===== src/rtl/alu_arbiter.sv =====
// alu_arbiter
//   Two-requester round-robin arbiter in front of a single ALU. A granted
//   request's payload is registered onto the alu_* outputs and held while
//   the ALU works on it. The arbiter then reports back to the requester with
//   a done pulse, or with an err pulse if the ALU stays silent for TIMEOUT
//   cycles.
//
// Ports
//   clk, reset_n                 clock, synchronous active-low reset
//   reqN_valid                   requester N has an operation (level)
//   reqN_op_code/a/b             opcode and operands of requester N
//   reqN_reg_out/mem_out         destination selects of requester N
//   reqN_reg_addr/mem_addr       destination addresses of requester N
//   reqN_ack/done/err            one-cycle pulses back to requester N
//   alu_*                        registered payload to the ALU
//   alu_inputs_valid             qualifies the ALU payload
//   alu_pc_jump                  constant 0
//   alu_input_ack, alu_done      one-cycle pulses from the ALU
//   busy                         arbiter is not idle
module alu_arbiter #(
  parameter int unsigned TIMEOUT = 15
) (
  input  logic        clk,
  input  logic        reset_n,
  input  logic        req0_valid,
  input  logic [3:0]  req0_op_code,
  input  logic [31:0] req0_a,
  input  logic [31:0] req0_b,
  input  logic        req0_reg_out,
  input  logic        req0_mem_out,
  input  logic [4:0]  req0_reg_addr,
  input  logic [31:0] req0_mem_addr,
  output logic        req0_ack,
  output logic        req0_done,
  output logic        req0_err,
  input  logic        req1_valid,
  input  logic [3:0]  req1_op_code,
  input  logic [31:0] req1_a,
  input  logic [31:0] req1_b,
  input  logic        req1_reg_out,
  input  logic        req1_mem_out,
  input  logic [4:0]  req1_reg_addr,
  input  logic [31:0] req1_mem_addr,
  output logic        req1_ack,
  output logic        req1_done,
  output logic        req1_err,
  output logic [3:0]  alu_op_code,
  output logic [31:0] alu_input_A,
  output logic [31:0] alu_input_B,
  output logic        alu_reg_out,
  output logic        alu_mem_out,
  output logic [4:0]  alu_reg_addr,
  output logic [31:0] alu_mem_addr,
  output logic        alu_inputs_valid,
  output logic        alu_pc_jump,
  input  logic        alu_input_ack,
  input  logic        alu_done,
  output logic        busy
);

  typedef enum logic [1:0] {IDLE, ISSUE, WAIT, RELEASE} state_t;

  // The counter holds 0 during the first ISSUE cycle. The edge that would
  // bring it to TIMEOUT is the abort edge, so the compare is against TIMEOUT-1.
  localparam logic [7:0] CNT_LAST = 8'(TIMEOUT - 1);

  state_t     state;
  logic       ptr;    // requester with priority on the next tie
  logic       grant;  // requester owning the in-flight operation
  logic [7:0] cnt;
  logic       sel;

  always_comb begin
    sel = 1'b0;
    if (req0_valid && req1_valid) sel = ptr;
    else if (req1_valid)          sel = 1'b1;
  end

  assign alu_pc_jump = 1'b0;

  always_ff @(posedge clk) begin
    if (!reset_n) begin
      state            <= IDLE;
      ptr              <= 1'b0;
      grant            <= 1'b0;
      cnt              <= '0;
      busy             <= 1'b0;
      alu_inputs_valid <= 1'b0;
      alu_op_code      <= '0;
      alu_input_A      <= '0;
      alu_input_B      <= '0;
      alu_reg_out      <= 1'b0;
      alu_mem_out      <= 1'b0;
      alu_reg_addr     <= '0;
      alu_mem_addr     <= '0;
      req0_ack         <= 1'b0;
      req1_ack         <= 1'b0;
      req0_done        <= 1'b0;
      req1_done        <= 1'b0;
      req0_err         <= 1'b0;
      req1_err         <= 1'b0;
    end else begin
      req0_ack  <= 1'b0;
      req1_ack  <= 1'b0;
      req0_done <= 1'b0;
      req1_done <= 1'b0;
      req0_err  <= 1'b0;
      req1_err  <= 1'b0;
      case (state)
        IDLE: begin
          if (req0_valid || req1_valid) begin
            state            <= ISSUE;
            busy             <= 1'b1;
            grant            <= sel;
            ptr              <= ~sel;
            cnt              <= '0;
            alu_inputs_valid <= 1'b1;
            alu_op_code      <= sel ? req1_op_code  : req0_op_code;
            alu_input_A      <= sel ? req1_a        : req0_a;
            alu_input_B      <= sel ? req1_b        : req0_b;
            alu_reg_out      <= sel ? req1_reg_out  : req0_reg_out;
            alu_mem_out      <= sel ? req1_mem_out  : req0_mem_out;
            alu_reg_addr     <= sel ? req1_reg_addr : req0_reg_addr;
            alu_mem_addr     <= sel ? req1_mem_addr : req0_mem_addr;
            req0_ack         <= ~sel;
            req1_ack         <= sel;
          end
        end
        ISSUE, WAIT: begin
          cnt <= cnt + 8'd1;
          if (alu_done) begin
            state            <= RELEASE;
            alu_inputs_valid <= 1'b0;
            req0_done        <= ~grant;
            req1_done        <= grant;
          end else if (cnt == CNT_LAST) begin
            state            <= RELEASE;
            alu_inputs_valid <= 1'b0;
            req0_err         <= ~grant;
            req1_err         <= grant;
          end else if (state == ISSUE && alu_input_ack) begin
            state <= WAIT;
          end
        end
        RELEASE: begin
          state <= IDLE;
          busy  <= 1'b0;
        end
        default: state <= IDLE;
      endcase
    end
  end

endmodule


===== config.mk =====
export PLATFORM = sky130hd
export DESIGN_NAME = alu_arbiter
export DESIGN_NICKNAME = d
export VERILOG_FILES = /design/src/rtl/alu_arbiter.sv
export SDC_FILE = /design/constraint.sdc
export NUM_CORES = 1
export LEC_CHECK = 0
export CORE_AREA = 2 2 131 133
export CTS_CLUSTER_DIAMETER = 120
export DETAILED_ROUTE_END_ITERATION = 10
export DIE_AREA = 0 0 133 135
export GPL_ROUTABILITY_DRIVEN = 0
export PLACE_DENSITY = 0.76
export SKIP_CTS_REPAIR_TIMING = 1
export SYNTH_ARGS = -nofsm -noshare
export SYNTH_HDL_FRONTEND = slang
export SYNTH_SLANG_ARGS = --single-unit

===== constraint.sdc =====
create_clock -name clk -period 3.24 [get_ports clk]
set_clock_uncertainty 0.2 [all_clocks]
set_input_delay 0.648 -clock clk [delete_from_list [all_inputs] [get_ports clk]]
set_output_delay 0.648 -clock clk [all_outputs]
set_load 0.03 [all_outputs]

* Word level (Yosys, flattened, before mapping)
Cells that the tools add are included.
** Word-level totals
- Register bits after elaboration :: 127
- Word-level logic and storage cells :: 68
** Operators by class
- $add $sub $neg :: 1
- Equality and inequality tests :: 7
- Multiplexer cells :: 21
- Bitwise gates (word level) :: 5
- Reduce and logical (&&, ||, !) cells :: 15
** Operator list (count)
- two-way mux 32 bit :: 3
- one-hot mux 8 bit (2 select lines) :: 1
- AND reduction 3 bit :: 3
- adder 8 x 1 -> 8 bit (second input constant) :: 1
- == test 8 x 4 -> 1 bit (second input constant) :: 1
- two-way mux 2 bit :: 4
- two-way mux 8 bit :: 1
- AND reduction 2 bit :: 4
- two-way mux 1 bit :: 7
- one-hot mux 2 bit (3 select lines) :: 1
- two-way mux 5 bit :: 1
- NOT 1 bit :: 5
- == test 2 bit (second input constant) :: 2
- two-way mux 4 bit :: 1
- inequality test 4 bit (second input constant) :: 1
- one-hot mux 1 bit (2 select lines) :: 2
- nonzero test 2 bit :: 2
- OR reduction 4 bit :: 1
- inequality test 3 bit (second input constant) :: 1
- == test 2 x 1 -> 1 bit (second input constant) :: 1
- logical AND 1 bit :: 2
- logical NOT 2 bit :: 1
- inequality test 2 bit (second input constant) :: 1
- OR reduction 2 bit :: 1
- logical OR 1 bit :: 1

* Logic depth before layout (Yosys ltp)
- Depth after elaboration :: 6
- Depth in mapped cells :: 8

* Worst setup path before layout
No wires, ideal clock.
- Path kind :: flip-flop to flip-flop
- Start point :: register state[0]
- End point :: register cnt[7]
- Arrival :: 1.659 ns
- Data required time :: 2.970 ns
- Setup slack :: 1.311 ns
- Stages on the path, launching flop included :: 8
- Path buffers :: 1
- Period minus slack after synthesis :: 1.929 ns
- Cells stage by stage :: dfxtp_1 > inv_1 > ha_1 > buf_2 > or2_2 > nand2_4 > or4_1 > a21oi_1
** On the way
- Cells in the longest elaborated chain, start to end :: 4
** Ends and longest elaborated chain
- from (decl) :: RTL line 67 : state_t state;
- from (signal assigned) :: RTL line 83 : state <= IDLE;
- from (signal assigned) :: RTL line 112 : state <= ISSUE;
- from (signal assigned) :: RTL line 132 : state <= RELEASE;
- == test 2 x 1 -> 1 bit or == test 2 bit (tied branches) :: RTL line 109 : case (state)
- OR reduction 2 bit :: RTL line 109
- nonzero test 2 bit (no line)
- AND reduction 2 bit (no line)
- to (signal assigned) :: RTL line 130 : cnt <= cnt + 8'd1;
- to (decl) :: RTL line 70 : logic [7:0] cnt;
Several ways; a longest one is shown, not always the timed one.
A chain may end at the register's enable or synchronous reset.

* Final worst setup path
- Start point :: register alu_input_A[29]
- End point :: output port alu_input_A[29]
** RTL lines
- from (decl) :: RTL line 48 : output logic [31:0] alu_input_A,
- from (signal assigned) :: RTL line 119 : alu_input_A <= sel ? req1_a : req0_a;
No word-level cell between the ends.

==> flow_metrics.tcl <==
set metrics [dict create \
    status "completed" \
    wl_mm 18.2 \
    syn-num-nets 713 \
    max_cap_viol_count 0 \
    antenna_found_initial 0 \
    setup_viol 0 \
    drtPass1Iterations 9 \
    grt_overflow 0 \
    wl_per_cell_um 17.7 \
    p_per_area_nw_per_um2 826 \
    max_freq_mhz 428 \
    die_w_um 133 \
    peakVddDrop_uv 364 \
    tns_ns 0 \
    synth-seq-cells 127 \
    start_kind "flip-flop" \
    initialDrtViolationCount 517 \
    slowest_stage "clkdlybuf4s50_1" \
    synth.top_cells.by_area "dfxtp_1 (52%), a222oi_1 (19%), nor2_1 (8.0%)" \
    post-route-period-util_pct 72.2 \
    synthArstFlopShare_pct 0 \
    clkSinkCount 127 \
    placementRows 47 \
    max-slew-margin-rel_pct 60.6 \
    critPathBufInv 1 \
    tightest_slew_ns 0.590 \
    hold_class "reg -> reg" \
    io_pins 336 \
    clockBufferDepth 2 \
    via_per_inst 5.26 \
    end_kind "output pin" \
    yosysTopAreaCellShare_pct 52.3 \
    yosysTopAreaCell "dfxtp_1" \
    diodes 0 \
    die_h_um 135 \
    numPortBuffers 334 \
    grt_pass1_wl_mm 27.7 \
    crit_required_ns 2.39 \
    worstPathCellList "clkdlybuf4s50_1" \
    vias 5404 \
    ys.warnings.count 0 \
    p_leak_nw 3.32 \
    route.detailed.drc 0 \
    die_area_um2 18000 \
    grt_util_all_layers_pct 19.5 \
    syn_area_um2 4860 \
    initial_utilization_pct 29.6 \
    synth_ff_type "dfxtp_1" \
    clk_latency_ns 0.41 \
    rsz0062_at_grt "false" \
    antenna_left 0 \
    nNetsFinal 1022 \
    cts_tree "built" \
    dp_hpwl_mm 12.7 \
    synth-edff-count 0 \
    grt_pass1_vias 5223 \
    synth_most_common_cell "dfxtp_1" \
    crit_fanout 2 \
    synth_cell_types 38 \
    cts_root_buffer "clkbuf_16" \
    cts_buffers 17 \
    arrival_ns 1.49 \
    syn_inst 487 \
    fin_hold_ws_ns 0.278 \
    postSynthAreaPerCell_um2 9.98 \
    htree_levels 4 \
    slowest_delay_ns 0.74 \
    synth_seq_area_share_pct 52.3 \
    grt_max_degree 66 \
    synth_common_cells "dfxtp_1 (127), nor2_1 (104), a222oi_1 (94)" \
    finalCriticalPeriod_ns 2.34 \
    area_growth_pct 85.0 \
    critPathKind "reg -> out" \
    crit_family "buffers and inverters" \
    clkSlewWorstSetupHoldPaths_ns 0.06 \
    hold_viol_final 0 \
    design.core.area_um2 16400 \
    slew_violations 0 \
    drive_above_1_share_pct 5.69 \
]
[registers in the layout (all words and copies together), names as in the netlist, 2 cells and up]
signal,count
alu_input_A,32
alu_input_B,32
alu_mem_addr,32
cnt,8
alu_reg_addr,5
alu_op_code,4
state,2
[power breakdown]
part	leakage, nW	internal (W)	switching [W]	total (W)
sequential	1.04	0.00195	0.000224	0.00218
clock	0.305	0.00139	0.000732	0.00212
combinational	1.97	0.00137	0.00176	0.00313
total	3.32	0.00471	0.00271	0.00743
[tightest hold or removal path, cell delays in order (launching register included)]
cell and delay, ns:
dfxtp_1 0.31, inv_1 0.05, a221oi_1 0.06
[layout make-up]
| type | instances | area (um^2) |
|---|---|---|
| flip-flops and latches | 127 | 2540 |
| clock buffers | 18 | 439 |
| repair buffers | 343 | 3490 |
| clock inverters | 13 | 211 |
| well taps | 220 | 275 |
| inverters | 6 | 23.8 |
| fillers | 1428 | 7410 |
| multi-input cells | 301 | 2020 |
[logic make-up (layout without fill, tap and decap cells)]
family          count (synthesis)  in the layout  synth area share [%]
flops                         127            127                  52.3
xor+xnor                        5              5                 0.901
compound gates                134            134                  24.6
mux                             2              2                 0.412
simple gates                  153            153                  13.6
buf+inv                        59            380                  6.56
other cells                     1              1                0.0771
fa+ha+maj                       6              6                  1.54
[final timing paths]
path / slack [ns] / start / endpoint / depth (start not counted)
worst min register to register: 0.28 / busy / busy / 2
worst max-delay path: 0.90 / alu_input_A[29] / alu_input_A[29] / 1
worst min-delay path: 0.28 / busy / busy / 2
worst max register to register: 1.07 / state[0] / cnt[7] / 6
[through the flow]
step	util, %	instance area [um^2]	power, W	std cells	setup WS [ns]
global placement	50.9	8340	0.00531	997	0.642
floorplan	-	4860	0.00405	487	1.31
global route	54.8	8990	0.00779	1028	0.845
finish	54.8	8990	0.00743	1028	0.902
detailed placement	50.9	8340	0.00535	997	0.591
CTS	54.8	8990	0.00749	1028	0.849
[cell usage in the layout, fill, tap and decap left out, types with 2 or more instances in the layout]
cell type        count
buf_12               6
nor3b_1              2
nand3_1              4
ha_1                 6
inv_1                5
and4_1               4
nor2_1             104
clkbuf_16           17
a21oi_1              6
a22oi_1             13
bufinv_16            5
xor2_1               3
nor4b_1              2
dfxtp_1            127
a222oi_1            94
clkdlybuf4s50_1    334
xnor2_1              2
nor4_1               3
o21ai_1              2
nand2_1             22
inv_6                2
nand4_1              2
o21ai_0             12
clkinvlp_4           4
clkinv_2             2
mux2i_1              2
buf_4                3
[layer usage]
metal / vias up / GRT usage (%) / share of wire (%)
met5: - / 0 / 0
met4: 0 / 8.18 / 2.3
met3: 29 / 5.86 / 8.7
met2: 285 / 32.9 / 49
met1: 2569 / 23.1 / 40
li1: 2521 / - / -
Power figures use the tool's default switching activity.
